--- src/rtl/switch_entry.sv ---
// Debounced pushbutton + slide-switch capture, offered downstream on valid/ready.
// Optional autorepeat while held: define SW_ENTRY_AUTOREPEAT_EN.
module switch_entry #(
  parameter int unsigned DEBOUNCE_CYCLES = 500000,
  parameter int unsigned REPEAT_CYCLES   = 12500000,
  parameter int unsigned CNT_W           = 25
) (
  input  logic       clk,
  input  logic       rst,
  input  logic       key_n,
  input  logic [7:0] sw,
  input  logic       ready,
  output logic [7:0] data,
  output logic       valid,
  output logic       overrun,
  output logic [7:0] press_count
);

  typedef enum logic [1:0] {
    IDLE,
    PRESS_WAIT,
    HELD,
    REL_WAIT
  } state_t;

  localparam logic [CNT_W-1:0] DB_LAST = CNT_W'(DEBOUNCE_CYCLES - 1);
  localparam logic [CNT_W-1:0] ONE     = CNT_W'(1);

  if (DEBOUNCE_CYCLES < 2 ||
      CNT_W < $clog2(DEBOUNCE_CYCLES) ||
      CNT_W < $clog2(REPEAT_CYCLES)) begin : g_bad_param
    $error("switch_entry: DEBOUNCE_CYCLES/REPEAT_CYCLES/CNT_W out of range");
  end

  logic       key_m, key_s;
  logic [7:0] sw_m, sw_s;

  always_ff @(posedge clk) begin
    if (rst) begin
      key_m <= 1'b1;
      key_s <= 1'b1;
      sw_m  <= '0;
      sw_s  <= '0;
    end else begin
      key_m <= key_n;
      key_s <= key_m;
      sw_m  <= sw;
      sw_s  <= sw_m;
    end
  end

  state_t           state, state_nx;
  logic [CNT_W-1:0] cnt, cnt_nx;
  logic             cap_key, rpt_fire, cap;

  always_ff @(posedge clk) begin
    if (rst) begin
      state <= IDLE;
      cnt   <= '0;
    end else begin
      state <= state_nx;
      cnt   <= cnt_nx;
    end
  end

  always_comb begin
    state_nx = state;
    cnt_nx   = cnt;
    cap_key  = 1'b0;
    unique case (state)
      IDLE: begin
        if (!key_s) begin
          cnt_nx   = ONE;
          state_nx = PRESS_WAIT;
        end
      end
      PRESS_WAIT: begin
        if (key_s) begin
          cnt_nx   = '0;
          state_nx = IDLE;
        end else if (cnt == DB_LAST) begin
          cap_key  = 1'b1;
          cnt_nx   = '0;
          state_nx = HELD;
        end else begin
          cnt_nx = cnt + ONE;
        end
      end
      HELD: begin
        if (key_s) begin
          cnt_nx   = ONE;
          state_nx = REL_WAIT;
        end
      end
      REL_WAIT: begin
        if (!key_s) begin
          cnt_nx   = '0;
          state_nx = HELD;
        end else if (cnt == DB_LAST) begin
          cnt_nx   = '0;
          state_nx = IDLE;
        end else begin
          cnt_nx = cnt + ONE;
        end
      end
      default: begin
        cnt_nx   = '0;
        state_nx = IDLE;
      end
    endcase
  end

`ifdef SW_ENTRY_AUTOREPEAT_EN
  localparam logic [CNT_W-1:0] RPT_LAST = CNT_W'(REPEAT_CYCLES - 1);

  logic [CNT_W-1:0] rpt, rpt_nx;

  // Runs only while staying in HELD, so entry and exit both clear it.
  always_comb begin
    rpt_nx   = '0;
    rpt_fire = 1'b0;
    if (state == HELD && state_nx == HELD && !key_s) begin
      if (rpt == RPT_LAST) begin
        rpt_fire = 1'b1;
      end else begin
        rpt_nx = rpt + ONE;
      end
    end
  end

  always_ff @(posedge clk) begin
    if (rst) begin
      rpt <= '0;
    end else begin
      rpt <= rpt_nx;
    end
  end
`else
  assign rpt_fire = 1'b0;
`endif

  assign cap = cap_key | rpt_fire;

  always_ff @(posedge clk) begin
    if (rst) begin
      data        <= '0;
      valid       <= 1'b0;
      overrun     <= 1'b0;
      press_count <= '0;
    end else begin
      if (cap) begin
        press_count <= press_count + 8'd1;
        if (!valid || ready) begin
          data  <= sw_s;
          valid <= 1'b1;
        end else begin
          overrun <= 1'b1;
        end
      end else if (ready) begin
        valid <= 1'b0;
      end
    end
  end

endmodule

--- config.mk ---
export PLATFORM = sky130hd
export DESIGN_NAME = switch_entry
export DESIGN_NICKNAME = d
export VERILOG_FILES = /design/src/rtl/switch_entry.sv
export SDC_FILE = /design/constraint.sdc
export NUM_CORES = 1
export LEC_CHECK = 0
export BUFFER_PORTS_ARGS = -buffer_cell sky130_fd_sc_hd__buf_4
export CAP_MARGIN = 25
export CORE_ASPECT_RATIO = 0.5
export CORE_UTILIZATION = 45
export CTS_BUF_LIST = sky130_fd_sc_hd__clkbuf_16
export DETAILED_ROUTE_END_ITERATION = 12
export SLEW_MARGIN = 20
export SYNTH_ARGS = -nofsm -noshare
export SYNTH_HDL_FRONTEND = slang
export SYNTH_SLANG_ARGS = --single-unit
--- constraint.sdc ---
create_clock -name clk -period 2.7 [get_ports clk]
set_input_delay 0.27 -clock clk [delete_from_list [all_inputs] [get_ports clk]]
set_output_delay 0.27 -clock clk [all_outputs]
set_load 0.01 [all_outputs]
==> impl_metrics.env, run 1 <==
export IMPL_synth_cells=273
export IMPL_n_antenna_cell=0
export IMPL_finalCritPeriodShare_pct=80.7
export IMPL_drtIter0Drc=102
export IMPL_crit_type="register to register"
export IMPL_post_cts_resized=0
export IMPL_status="complete, no violations"
export IMPL_worst_r2r_path_depth=6
export IMPL_yosysTopAreaCellShare_pct=47.3
export IMPL_timing_final_crit_period_ns=2.18
export IMPL_cts_tree="built"
export IMPL_layout_drive_gt1_share_pct=18.8
export IMPL_ys_flop_type="dfxtp_1"
export IMPL_syn2layout_area_growth_pct=20.7
export IMPL_synth_commonest_cells="63 x dfxtp_1, 46 x nor2_1, 22 x xnor2_1"
export IMPL_regToRegSetupSlack_ns=0.52
export IMPL_setup_viol=0
export IMPL_h_tree_depth=3
export IMPL_grt_use_total_pct=18.6
export IMPL_power_density_mw_per_mm2=651
export IMPL_ctsHoldBuffers=0
export IMPL_slew_headroom_pct=49.8
export IMPL_holdPathEnd="key_m$_SDFF_PP1_"
export IMPL_crit_chain="ha_1 -> and3_1 -> nand4_4 -> o211ai_1 -> a21o_1 -> nor2_1"
export IMPL_clock_insertion_delay_worst_skew_ns=0.33
export IMPL_core_mm2=0.00559
export IMPL_hold_viol_final=0
export IMPL_syn_area_mm2=0.00267
export IMPL_place_gp_congestion=0.811
export IMPL_crit_path_end_kind="register"
export IMPL_grt_max_degree=42
export IMPL_grt_pass1_vias=1884
export IMPL_grt_overflow=0
export IMPL_p_sw_share_pct=20.4
export IMPL_ctsRootBufferMaster="clkbuf_16"
export IMPL_postSynthAreaPerCell_um2=9.78
export IMPL_routed_wl_um=5070
export IMPL_firstDrtPassIters=4
export IMPL_clock_tree_buffer_depth=2
export IMPL_synth_largest_area_cell="dfxtp_1"
export IMPL_viasPerCell=5.21
export IMPL_ant_nets=0
export IMPL_placed_area_mm2=0.00293
export IMPL_vdd_drop_max_mv=0.374
export IMPL_postCtsSetupBuffers=0
export IMPL_worst_pin_slew_ns=0.752
export IMPL_p_leak_nw=1.16
export IMPL_ys_ff_latch=63
export IMPL_p_seq_share_pct=45.3
export IMPL_die_h_um=56.5
export IMPL_cap_viol_max_count=0
export IMPL_ys_top_cells_by_area="dfxtp_1 47%, xnor2_1 7.2%, nor2_1 6.5%"
export IMPL_power_internal_mw=1.67
export IMPL_clkSinkCount=63
export IMPL_rsz0062_at_grt="no"
export IMPL_min_path_type="input pin to register"
export IMPL_slowest_stage="a21o_1"
export IMPL_synthArstFlopShare_pct=0
export IMPL_arrival_ns=2.36
export IMPL_wl_per_cell_um=13.3
export IMPL_synth_nets=287
export IMPL_fmax_ghz=0.459
export IMPL_slowest_delay_ns=0.57
export IMPL_power_mw=2.10
export IMPL_num_vias=1989
export IMPL_rows=19
export IMPL_p_sw_mw=0.429
export IMPL_synth_edf_count=0
export IMPL_critPathMaxFanout=20
export IMPL_fin_nets=318
export IMPL_ys_types=40
export IMPL_drc=0
export IMPL_holdPathStages=2
export IMPL_p_clk_share_pct=52.5
export IMPL_synth_seq_area_share_pct=47.3
export IMPL_yosysMostFrequentCell="dfxtp_1"
export IMPL_yosysWarnings=0
export IMPL_cp_required_ns=2.88
export IMPL_cp_start_kind="register"
export IMPL_fp_dieW_um=111
export IMPL_cts_buffers=9
export IMPL_antenna_found_initial=0
export IMPL_r2r_end="cnt[13]$_SDFFE_PP0P_"
export IMPL_cts_reportedPaths_clkPinSlew_ns=0.05
export IMPL_startpoint="cnt[0]$_SDFFE_PP0P_"
export IMPL_combPwrFrac_pct=2.2
export IMPL_drv_slew=0
export IMPL_place_hpwl_um=3440
export IMPL_tns_ns=0
export IMPL_initial_core_util_pct=47.8
export IMPL_skew_ns=0.00322
export IMPL_dieArea_mm2=0.00626
export IMPL_holdCritStartpoint="key_n"
export IMPL_fin_area_mm2=0.00322
export IMPL_io_buffer_count=29
export IMPL_grt_first_pass_wirelength_um=9030
export IMPL_regToRegStartpoint="cnt[0]$_SDFFE_PP0P_"
export IMPL_ios=30
[sequential cells by signal (all words and copies together) (netlist names), named ones only]
name	count
state	1
valid	1
press_count	8
sw_m	8
overrun	1
data	8
cnt	25
key_s	1
sw_s	8
key_m	1
[layout make-up]
type                    instances  area [um^2]
fillers                       504         2360
multi-input cells             197         1350
flip-flops and latches         63         1260
clock buffers                   9          225
repair buffers                 29          218
well taps                      73         91.3
clock inverters                 7         65.1
inverters                       4         15.0
[per-stage QoR]
step | hold slack (ns) | setup WS [ns] | std cells | utilization, %
finish | 0.126 | 0.521 | 382 | 57.7
global route | 0.136 | 0.314 | 382 | 57.7
CTS | 0.118 | 0.508 | 382 | 57.7
detailed placement | 0.399 | 0.506 | 366 | 52.5
global placement | 0.401 | 0.545 | 366 | 52.5
floorplan | 0.374 | 1.01 | 273 | -
[cell families after synthesis]
| group | share of synthesized area [%] |
|---|---|
| AO/OA/AOI/OAI | 6.09 |
| XOR/XNOR | 9.52 |
| adder cells (fa/ha/maj) | 0.937 |
| buffers and inverters | 2.30 |
| flip-flops | 47.3 |
| multiplexers | 3.00 |
| AND/OR/NAND/NOR | 30.9 |
[power by group through the flow]
stage / combinational, mW / sequential (mW) / clock, mW
global placement: 0.0472 / 0.969 / 0
CTS: 0.0475 / 0.950 / 1.13
finish: 0.0470 / 0.950 / 1.10
detailed placement: 0.0476 / 0.969 / 0
floorplan: 0.0309 / 0.967 / 0
global route: 0.0521 / 0.951 / 1.17
[critical path, delay by kind of cell, from the launching register on]
kind                       cells  cell delay (ns)
adders and majority gates      1             0.20
AOI/OAI and AO/OA              2             0.82
DFF                            1             0.37
and+or+nand+nor                3             0.64
[placed cells by master, fill, tap and decap left out, drive strengths merged, types with 9 or more instances in the layout]
cell / instances
nor2b: 17
buf: 29
nand2: 17
dfxtp: 63
xnor2: 22
nor2: 46
nor3: 9
clkbuf: 9
nand3: 13
nand4: 10
[worst max-delay path by stage]
stage                      endpoint  cells past startpoint  slack, ns
2_1_floorplan  data[2]$_SDFFE_PP0P_                      6       1.01
3_3_place_gp   data[7]$_SDFFE_PP0P_                      5       0.55
3_5_place_dp   cnt[13]$_SDFFE_PP0P_                      6       0.51
4_1_cts        cnt[13]$_SDFFE_PP0P_                      6       0.51
5_1_grt        cnt[16]$_SDFFE_PP0P_                      6       0.31
6_report       cnt[13]$_SDFFE_PP0P_                      6       0.52
[per-layer routing]
metal / track usage (%) / vias to the layer above / part of all wire, %
li1: - / 1008 / -
met1: 23.9 / 930 / 49
met2: 28.3 / 45 / 45
met3: 6.70 / 6 / 4.6
met4: 8.00 / 0 / 1.2
met5: 0 / - / 0
No activity file was read; power rests on OpenSTA's default activity.
==> run 2: changes to the inputs <==
==> constraint.sdc (replaced) <==
create_clock -name clk -period 2.2 [get_ports clk]
set_input_delay 0.22 -clock clk [delete_from_list [all_inputs] [get_ports clk]]
set_output_delay 0.22 -clock clk [all_outputs]
set_load 0.01 [all_outputs]
==> run 2 against run 1 <==
Net effect:
- clock skew up 0.0022 ns
- sequential power up 22%
- utilization up 0.83 points
- wire length up 2.2%
- die area unchanged
- clock power up 26%
- critical path type unchanged
- highest routed layer unchanged
==> impl_metrics.env, run 2 (same netlist as run 1, synthesis figures left out) <==
export IMPL_grt_pass1_vias=1798
export IMPL_drv_slew=0
export IMPL_seqCellArea_mm2=0.00126
export IMPL_instances_no_fill=387
export IMPL_vdd_drop_max_mv=0.500
export IMPL_cts_buffers=9
export IMPL_grt_use_total_pct=18.1
export IMPL_n_antenna_cell=0
export IMPL_grt_first_pass_wirelength_um=8690
export IMPL_layout_common_cells="63 x dfxtp_1, 46 x nor2_1, 34 x buf_4"
export IMPL_dieArea_mm2=0.00626
export IMPL_rows=19
export IMPL_critPathMaxFanout=13
export IMPL_largest_reg_flops=25
export IMPL_fin_ws_ns=0.315
export IMPL_crit_path_end_kind="register"
export IMPL_clock_insertion_delay_worst_skew_ns=0.32
export IMPL_rsz0062_at_grt="no"
export IMPL_power_density_mw_per_mm2=800
export IMPL_p_leak_nw=1.19
export IMPL_cp_start_kind="register"
export IMPL_regToRegSetupSlack_ns=0.31
export IMPL_cts_reportedPaths_clkPinSlew_ns=0.05
export IMPL_wl_per_cell_um=13.4
export IMPL_hold_viol_final=0
export IMPL_slew_headroom_pct=51.1
export IMPL_skew_ns=0.00540
export IMPL_routed_wl_um=5180
export IMPL_fp_dieW_um=111
export IMPL_ctsHoldBuffers=0
export IMPL_cts_tree="built"
export IMPL_dp_cells=371
export IMPL_drc=0
export IMPL_antenna_found_initial=0
export IMPL_timing_final_crit_period_ns=1.89
export IMPL_multi_input_area_mm2=0.00135
export IMPL_regToRegStartpoint="cnt[0]$_SDFFE_PP0P_"
export IMPL_clkSinkCount=63
export IMPL_final_common_cell="dfxtp_1"
export IMPL_ctsRootBufferMaster="clkbuf_16"
export IMPL_holdCritStartpoint="key_n"
export IMPL_status="complete, no violations"
export IMPL_finalCritPeriodShare_pct=85.7
export IMPL_io_buffer_count=29
export IMPL_die_h_um=56.5
export IMPL_num_vias=2041
export IMPL_cp_required_ns=2.40
export IMPL_place_ws_ns=0.324
export IMPL_ant_nets=0
export IMPL_ios=30
export IMPL_fin_nets=323
export IMPL_viasPerCell=5.27
export IMPL_h_tree_depth=3
export IMPL_fillers=511
export IMPL_holdPathStages=2
export IMPL_drtIter0Drc=83
export IMPL_cap_viol_max_count=0
export IMPL_layout_drive_gt1_share_pct=20.4
export IMPL_min_path_type="input pin to register"
export IMPL_initial_core_util_pct=47.8
export IMPL_top_register="cnt"
export IMPL_grt_max_degree=42
export IMPL_power_mw=2.61
export IMPL_clock_tree_buffer_depth=2
export IMPL_holdPathEnd="key_m$_SDFF_PP1_"
export IMPL_grt_overflow=0
export IMPL_place_hpwl_um=3480
export IMPL_core_mm2=0.00559
export IMPL_firstDrtPassIters=5
export IMPL_postCtsSetupBuffers=0
export IMPL_place_gp_congestion=0.804
export IMPL_fmax_ghz=0.530
export IMPL_tns_ns=0
export IMPL_arrival_ns=2.09
export IMPL_worst_pin_slew_ns=0.733
export IMPL_r2r_end="cnt[23]$_SDFFE_PP0P_"
export IMPL_setup_viol=0
export IMPL_syn2layout_area_growth_pct=22.5
export IMPL_crit_type="register to register"
export IMPL_post_cts_resized=0
export IMPL_worst_r2r_path_depth=6
==> run 2: how the worst max path moves through the flow <==
stage | from | to | slack (ns) | depth (start not counted)
2_1_floorplan | cnt[0]$_SDFFE_PP0P_ | data[2]$_SDFFE_PP0P_ | 0.51 | 6
3_3_place_gp | cnt[0]$_SDFFE_PP0P_ | cnt[20]$_SDFFE_PP0P_ | 0.36 | 6
3_5_place_dp | cnt[0]$_SDFFE_PP0P_ | data[4]$_SDFFE_PP0P_ | 0.32 | 7
4_1_cts | cnt[0]$_SDFFE_PP0P_ | data[2]$_SDFFE_PP0P_ | 0.32 | 7
5_1_grt | cnt[1]$_SDFFE_PP0P_ | data[2]$_SDFFE_PP0P_ | 0.13 | 7
6_report | cnt[0]$_SDFFE_PP0P_ | cnt[23]$_SDFFE_PP0P_ | 0.31 | 6
==> run 2: where the power goes <==
group | total (mW) | leakage (nW) | internal, mW | switching, mW
clock | 1.39 | 0.139 | 0.877 | 0.511
sequential | 1.16 | 0.511 | 1.16 | 0.00547
combinational | 0.0630 | 0.543 | 0.0278 | 0.0352
==> run 2: worst max-delay path, stage by stage (launching register included) <==
cell,delay (ns)
dfxtp_1,0.36
ha_1,0.19
and3_1,0.24
nand4_4,0.26
o2111a_1,0.41
a41oi_1,0.23
a31oi_1,0.06
==> run 2: area by class of cell <==
class,instances,share of cell area [%]
Multi-Input combinational cell,197,41.2
Sequential cell,63,38.6
Timing Repair Buffer,34,7.81
Clock buffer,9,6.89
Tap cell,73,2.79
Clock inverter,7,2.26
Inverter,4,0.459
==> run 2: per-layer routing <==
metal	part of all wire (%)	vias up	track usage, %
li1	-	1019	-
met1	50	965	24.7
met2	44	53	25.8
met3	6.0	4	6.80
met4	0.52	0	6.86
met5	0	-	0
==> run 2: metrics by stage <==
stage                     util (%)  cell area (um^2)  hold WS (ns)
final                         58.5              3270        0.0809
after global routing          58.5              3270        0.0777
after CTS                     58.5              3270        0.0704
after detailed placement      53.1              2970         0.404
after global placement        53.1              2970         0.396
after floorplan                  -              2670         0.324
